File: config.mk
export PLATFORM = sky130hd
export DESIGN_NAME = cntr8_ns_ctrl_flat
export DESIGN_NICKNAME = d
export VERILOG_FILES = /design/src/rtl/cntr8_ns_ctrl_if.sv /design/src/rtl/cntr8_ns_ctrl.sv /design/src/flat_wrapper.sv
export SDC_FILE = /design/constraint.sdc
export NUM_CORES = 1
export LEC_CHECK = 0
export CELL_PAD_IN_SITES_DETAIL_PLACEMENT = 1
export CELL_PAD_IN_SITES_GLOBAL_PLACEMENT = 1
export CORE_MARGIN = 2
export CORE_UTILIZATION = 24
export CTS_CLUSTER_SIZE = 30
export DETAILED_ROUTE_END_ITERATION = 10
export PLACE_DENSITY = 0.71
export SLEW_MARGIN = 15
export SYNTH_ARGS = -nofsm -noshare
export SYNTH_HDL_FRONTEND = slang
export SYNTH_SLANG_ARGS = --single-unit
File: constraint.sdc
create_clock -name clk -period 1.1 [get_ports clk]
set_input_delay 0.165 -clock clk [delete_from_list [all_inputs] [get_ports clk]]
set_output_delay 0.165 -clock clk [all_outputs]
set_load 0.05 [all_outputs]
File: src/rtl/cntr8_ns_ctrl_if.sv
`timescale 1ns/1ps
`default_nettype none
// ============================================================================
//  Module      : cntr8_ns_ctrl_if
//  Description : Bus between the 8-bit counter next-state controller and its
//                downstream output-logic stage (requests in, state/count out).
//  Revision    : 1.0 - initial release
// ============================================================================
interface cntr8_ns_ctrl_if;
  logic       load;    // load request
  logic       inc;     // increment request
  logic       dec;     // decrement request
  logic [7:0] cnt_in;  // next count produced by the output-logic stage
  logic [2:0] state;   // registered controller state
  logic [7:0] cnt;     // registered count (feedback operand)
  logic       wrap;    // one-cycle wrap-around pulse

  // Requester / output-logic side
  modport master (
    output load, inc, dec, cnt_in,
    input  state, cnt, wrap
  );

  // Controller side
  modport slave (
    input  load, inc, dec, cnt_in,
    output state, cnt, wrap
  );
endinterface
`default_nettype wire

File: src/rtl/cntr8_ns_ctrl.sv
`timescale 1ns/1ps
`default_nettype none
// ============================================================================
//  Module      : cntr8_ns_ctrl
//  Description : Next-state controller for an 8-bit up/down counter. Chooses
//                the state by request priority (load > inc/dec > idle),
//                alternates A/B phases while counting, registers the count
//                fed back from the output-logic stage and flags wrap-around.
//  Revision    : 1.0 - initial release
// ============================================================================
module cntr8_ns_ctrl (
  input  logic           clk,
  input  logic           reset,
  cntr8_ns_ctrl_if.slave bus
);

  // State encodings seen on the state output
  localparam logic [2:0] IDLE_STATE = 3'b000;  // clears count
  localparam logic [2:0] LOAD_STATE = 3'b001;  // loads external data
  localparam logic [2:0] INC_STATE  = 3'b010;  // increment, phase A
  localparam logic [2:0] INC2_STATE = 3'b011;  // increment, phase B
  localparam logic [2:0] DEC_STATE  = 3'b100;  // decrement, phase A
  localparam logic [2:0] DEC2_STATE = 3'b101;  // decrement, phase B

  localparam logic [7:0] CNT_MAX  = 8'hFF;
  localparam logic [7:0] CNT_ZERO = 8'h00;

  typedef enum logic [2:0] {
    S_IDLE = IDLE_STATE,
    S_LOAD = LOAD_STATE,
    S_INC  = INC_STATE,
    S_INC2 = INC2_STATE,
    S_DEC  = DEC_STATE,
    S_DEC2 = DEC2_STATE
  } state_t;

  state_t     state_q;
  state_t     state_d;
  logic [7:0] cnt_q;
  logic       wrap_q;
  logic       wrap_d;
  logic       inc_phase;
  logic       dec_phase;

  // Next state by request priority; phase A/B toggle keeps the state moving
  // every cycle of a sustained count. Any state that is not the matching
  // phase A (including unused encodings) enters phase A.
  always_comb begin
    state_d = S_IDLE;
    if (bus.load) begin
      state_d = S_LOAD;
    end else if (bus.inc && !bus.dec) begin
      state_d = (state_q == S_INC) ? S_INC2 : S_INC;
    end else if (bus.dec && !bus.inc) begin
      state_d = (state_q == S_DEC) ? S_DEC2 : S_DEC;
    end
  end

  // Wrap detection: only a counting state that crosses the 8'hFF/8'h00
  // boundary in its own direction counts; loads and clears never wrap.
  always_comb begin
    inc_phase = (state_q == S_INC) || (state_q == S_INC2);
    dec_phase = (state_q == S_DEC) || (state_q == S_DEC2);
    wrap_d    = (inc_phase && (cnt_q == CNT_MAX)  && (bus.cnt_in == CNT_ZERO)) ||
                (dec_phase && (cnt_q == CNT_ZERO) && (bus.cnt_in == CNT_MAX));
  end

  // State register, updated every edge
  always_ff @(posedge clk or posedge reset) begin
    if (reset) begin
      state_q <= S_IDLE;
    end else begin
      state_q <= state_d;
    end
  end

  // Count and wrap registers; count follows the stage with one cycle of lag
  always_ff @(posedge clk or posedge reset) begin
    if (reset) begin
      cnt_q  <= CNT_ZERO;
      wrap_q <= 1'b0;
    end else begin
      cnt_q  <= bus.cnt_in;
      wrap_q <= wrap_d;
    end
  end

  // All outputs come straight from registers
  assign bus.state = state_q;
  assign bus.cnt   = cnt_q;
  assign bus.wrap  = wrap_q;

endmodule
`default_nettype wire

File: src/flat_wrapper.sv
// flat-port wrapper written by rule: the top's interface ports become plain ports
module cntr8_ns_ctrl_flat 
  (clk, reset, bus_load, bus_inc, bus_dec, bus_cnt_in, bus_state, bus_cnt, bus_wrap);
  cntr8_ns_ctrl_if bus_i ();
  input  logic clk;
  input  logic reset;
  input wire logic [$bits(bus_i.load)-1:0] bus_load;
  input wire logic [$bits(bus_i.inc)-1:0] bus_inc;
  input wire logic [$bits(bus_i.dec)-1:0] bus_dec;
  input wire logic [$bits(bus_i.cnt_in)-1:0] bus_cnt_in;
  output wire logic [$bits(bus_i.state)-1:0] bus_state;
  output wire logic [$bits(bus_i.cnt)-1:0] bus_cnt;
  output wire logic [$bits(bus_i.wrap)-1:0] bus_wrap;
  assign bus_i.load = bus_load;
  assign bus_i.inc = bus_inc;
  assign bus_i.dec = bus_dec;
  assign bus_i.cnt_in = bus_cnt_in;
  assign bus_state = bus_i.state;
  assign bus_cnt = bus_i.cnt;
  assign bus_wrap = bus_i.wrap;
  cntr8_ns_ctrl u_core (.clk(clk), .reset(reset), .bus(bus_i));
endmodule
# == Yosys cells after proc, flatten, opt, wreduce, memory -nomap -nowiden ==
# Cells that the tools add are included.
# word_totals
ff_bits,12
latch_bits,0
ram_bits,0
mem_bits_ro,0
inputBits,13
out_inout_bits,12
word_cells,27
n_memories,0
# op_classes
addsub,0
mul,0
div_mod_pow,0
order_cmp,0
n_eq_ne,6
shift,0
mux,5
n_bitwise,0
n_reduce_logical,13
# ops
cell,n
equality test 8 bit (second input constant),2
zero test 8 bit,2
two-way mux 3 bit,3
equality test 3 x 2 -> 1 bit (second input constant),2
equality test 3 bit (second input constant),2
logical AND 1 bit,6
logical OR 1 bit,3
zero test 1 bit,2
two-way mux 1 bit,2

# == Logic depth before layout (Yosys ltp) ==
# logic_depth
word_depth,5
mapped_depth,3
mapped_depth_nobuf,3

# == Worst setup path after synthesis ==
# No wires, ideal clock.
# synth_path
path_type,reg2reg
start,reg u_core.state_q[2] (netlist: u_core.bus.state[2])
end,reg u_core.wrap_q (netlist: u_core.bus.wrap)
setup_ps,82
arrival_ps,1405
t_required_ps,1018
setup_slack_ps,-387
path_stages_with_launch,4
n_path_buf,0
synth_period_minus_slack_ps,1487
cell_sequence,dfrtp_1 -> nand2b_1 -> or4_1 -> o22ai_1
# synth_via
elab_chain_cells,5
word_cells_on_any_way,11
classes_between,eq/ne: 4; reduce/logical: 7
# synth_lines
item,line_no,text
"start, declared",cntr8_ns_ctrl.sv:37,state_t state_q;
"start signal, assigned",cntr8_ns_ctrl.sv:73,state_q <= state_d;
equality test 3 x 2 -> 1 bit or equality test 3 bit (tied branches),"cntr8_ns_ctrl.sv:62, cntr8_ns_ctrl.sv:63",
logical OR 1 bit (on tied branches),"cntr8_ns_ctrl.sv:62, cntr8_ns_ctrl.sv:63",
logical AND 1 bit (on tied branches) (2 in a row),"cntr8_ns_ctrl.sv:64, cntr8_ns_ctrl.sv:65",
logical OR 1 bit (*),cntr8_ns_ctrl.sv:64,wrap_d = (inc_phase && (cnt_q == CNT_MAX) && (bus.cnt_in == CNT_ZERO)) ||
named net u_core.wrap_d,cntr8_ns_ctrl.sv:41,logic wrap_d;
"end signal, assigned",cntr8_ns_ctrl.sv:84,wrap_q <= wrap_d;
"end, declared",cntr8_ns_ctrl.sv:40,logic wrap_q;
# The timed path passes the listed nets; every way through them passes the cells marked *.

# == Worst setup path after layout ==
# layout_path
start,in bus_cnt_in[2]
end,reg u_core.wrap_q (netlist: u_core.bus.wrap)
# layout_via
elab_chain_cells,3
word_cells_on_any_way,5
classes_between,eq/ne: 1; reduce/logical: 4
# layout_lines
item,line_no,text
"start, declared",flat_wrapper.sv:10,input wire logic [$bits(bus_i.cnt_in)-1:0] bus_cnt_in;
equality test 8 bit or zero test 8 bit (tied branches),"cntr8_ns_ctrl.sv:65, cntr8_ns_ctrl.sv:64",
logical AND 1 bit (on tied branches),"cntr8_ns_ctrl.sv:65, cntr8_ns_ctrl.sv:64",
logical OR 1 bit (*),cntr8_ns_ctrl.sv:64,
named net u_core.wrap_d,cntr8_ns_ctrl.sv:41,
# Marks and branches as above.

==> impl_metrics.env <==
export IMPL_grt_pass1_vias=540
export IMPL_slew_headroom=0.8353
export IMPL_drive_gt1_frac=0.6883
export IMPL_switchingPower_mw=0.3136
export IMPL_vdd_ir_drop_max_v=0.0006306
export IMPL_wl_mm=1.464
export IMPL_hold_path_class="in2reg"
export IMPL_synth_nets=45
export IMPL_gp_congestion=0.6349
export IMPL_grt_max_degree=13
export IMPL_layout_cells_non_filler=102
export IMPL_required_ns=1.31
export IMPL_final_hold_violation_count=0
export IMPL_start_util=0.2573
export IMPL_overflow=0
export IMPL_ys_seq_area_frac=0.6685
export IMPL_dieArea_um2=2234
export IMPL_reg2reg_from="u_core.bus.cnt[0]"
export IMPL_yosysWarnings=0
export IMPL_avgSynthCellArea_um2=14.04
export IMPL_core_um2=1745
export IMPL_cp_top_family="simple AND/OR/NAND/NOR gates"
export IMPL_timing_final_ws_setup_ns=-0.1065
export IMPL_crit_path_start_kind="input port"
export IMPL_min_period_ns=1.206
export IMPL_seqCellArea_um2=312.8
export IMPL_n_fill_cell=177
export IMPL_ys_seq_elements=12
export IMPL_nets=91
export IMPL_area_growth_pct=144.8
export IMPL_clock_skew_ns=0.009412
export IMPL_port_buffers=24
export IMPL_cts_htree_levels=1
export IMPL_seqPwrFrac=0.420
export IMPL_io_pins=25
export IMPL_p_per_area_nw_per_um2=1051
export IMPL_syn_inst=32
export IMPL_worst_slew_pin_slew_ns=0.2436
export IMPL_p_leak_nw=0.4519
export IMPL_crit_cells=4
export IMPL_dp_cells=96
export IMPL_rsz0062_at_grt="true"
export IMPL_reg2reg_slack_ns=-0.09
export IMPL_crit_path_end_kind="register"
export IMPL_pwr_share_comb=0.273
export IMPL_slowest_stage="or4_4"
export IMPL_postPlaceCellArea_um2=965.9
export IMPL_status="complete, but fails checks"
export IMPL_worstSetupPathType="in2reg"
export IMPL_violations="setup timing"
export IMPL_row_count=15
export IMPL_fin_crit_sh=1.097
export IMPL_clk_pin_slew_worst_paths_ns=0.08
export IMPL_clock_path_buffers=2
export IMPL_multi_input_area_um2=202.7
export IMPL_clkPwrFrac=0.307
export IMPL_cts_sink_count=12
export IMPL_diodes=0
export IMPL_grt_usage=0.1572
export IMPL_drtPass1Iterations=2
export IMPL_vias=465
export IMPL_synth_area_um2=449.2
export IMPL_final_area_um2=1100
export IMPL_wl_per_cell_um=14.35
export IMPL_worstSetupStartpoint="bus_cnt_in[2]"
export IMPL_path_cells="clkdlybuf4s15_1 -> or4_1 -> or4_4 -> o22ai_2"
export IMPL_p_int_mw=0.8419
export IMPL_cts_buffers=3
export IMPL_timing_final_max_slew_violations=0
export IMPL_layout_commonest_cell="buf_12"
export IMPL_worstPathArrival_ns=1.42
export IMPL_die_y_um=47.26
export IMPL_place_hpwl_mm=1.002
export IMPL_clock_root_buffer="clkbuf_4"
export IMPL_max_stage_delay_ns=0.54
export IMPL_die_w_um=47.26
export IMPL_switching_share=0.2714
export IMPL_routed_via_density=4.559
export IMPL_drc=0
export IMPL_final_cell_mix="buf_12 (12), buf_6 (10), dfrtp_2 (10), clkdlybuf4s50_1 (8), buf_4 (6)"
export IMPL_maxCapViolations=0
export IMPL_first_iter_violations=1
export IMPL_cts_tree="done"
export IMPL_synth_cell_types=16
export IMPL_antenna_found_initial=0
export IMPL_grt_pass1_wl_mm=2.332
export IMPL_fmax_mhz=828.9
export IMPL_setup_viol=11
export IMPL_clock_latency_ns=0.28
export IMPL_crit_fanout=3
export IMPL_worstReg2RegEnd="u_core.bus.wrap"
export IMPL_crit_end="u_core.bus.wrap"
export IMPL_crit_buf_inv=1
export IMPL_rr_worst_depth=3
export IMPL_detail_route_antenna_nets=0
## power by group through the flow
stage	clock network [mW]	registers [mW]	logic, mW
after floorplan	0	0.559	0.0222
after global placement	0	0.486	0.286
after global routing	0.390	0.488	0.333
after CTS	0.367	0.483	0.302
final	0.355	0.485	0.316
after detailed placement	0	0.487	0.291
## synthesized netlist by cell type, drive strengths merged
cell type  instances  area share
nor4               1       0.014
nor4bb             2       0.045
inv                1      0.0083
nand4b             2       0.039
nor3b              2       0.033
and4               1       0.022
nor2b              1       0.014
nor2               1      0.0083
or4                2       0.033
nand4              2       0.028
dfrtp             12        0.67
nand2b             1       0.014
o22ai              1       0.014
or4b               1       0.022
o21bai             1       0.017
nor4b              1       0.020
## flip-flops by register name, indices dropped and copies added (netlist names)
register,flops
u_core.bus.state,3
u_core.bus.cnt,8
u_core.bus.wrap,1
## through the flow
| step | TNS, ns | total power, mW | util | hold slack [ns] | setup WS [ns] |
|---|---|---|---|---|---|
| 6_report | -0.4007 | 1.156 | 0.6301 | 0.1125 | -0.1065 |
| 5_1_grt | -0.7905 | 1.210 | 0.6301 | 0.1137 | -0.1368 |
| 4_1_cts | -0.5101 | 1.151 | 0.6007 | 0.1160 | -0.1524 |
| 3_5_place_dp | -0.9232 | 0.7783 | 0.5534 | 0.4843 | -0.7541 |
| 3_3_place_gp | -0.8195 | 0.7722 | 0.5534 | 0.4657 | -0.7181 |
| 2_1_floorplan | -0.2474 | 0.5808 | - | 0.02902 | -0.2474 |
## routing by layer
layer  share of wire  up-vias  GRT usage
li1                -      216          -
met1            0.37      230     0.1754
met2            0.56       17     0.2595
met3           0.051        2    0.05769
met4           0.012        0    0.08333
met5               0        -          0
## how the worst min path moves through the flow
stage,from,endpoint,slack (ns),cells past startpoint
floorplan,reset,u_core.bus.state[0],0.03,1
global placement,reset,u_core.bus.state[0],0.47,3
detailed placement,reset,u_core.bus.state[0],0.48,3
CTS,bus_cnt_in[0],u_core.bus.cnt[0],0.12,1
global route,bus_cnt_in[1],u_core.bus.cnt[1],0.11,2
finish,bus_cnt_in[3],u_core.bus.cnt[3],0.11,2
## final cells by class
| type | count | share of cell area |
|---|---|---|
| multi-input combinational | 19 | 0.1843 |
| clock buffer | 4 | 0.03299 |
| sequential | 12 | 0.2844 |
| inverter | 1 | 0.003413 |
| timing repair buffer | 41 | 0.4664 |
| tap | 25 | 0.02844 |
## logic make-up after synthesis
family | share of synthesized area
DFF | 0.6685
AOI/OAI and AO/OA | 0.03066
and+or+nand+nor | 0.2925
buffers and inverters | 0.008349
## timing repair
action / CTS / global route
buffers inserted: 1 / 0
pin swaps: 4 / 5
endpoints found under the setup margin: 12 / 12
hold endpoints to repair: 0 / 1
gates resized for setup: 16 / 14
hold buffers: 0 / 1
No activity file was read; power rests on OpenSTA's default activity.
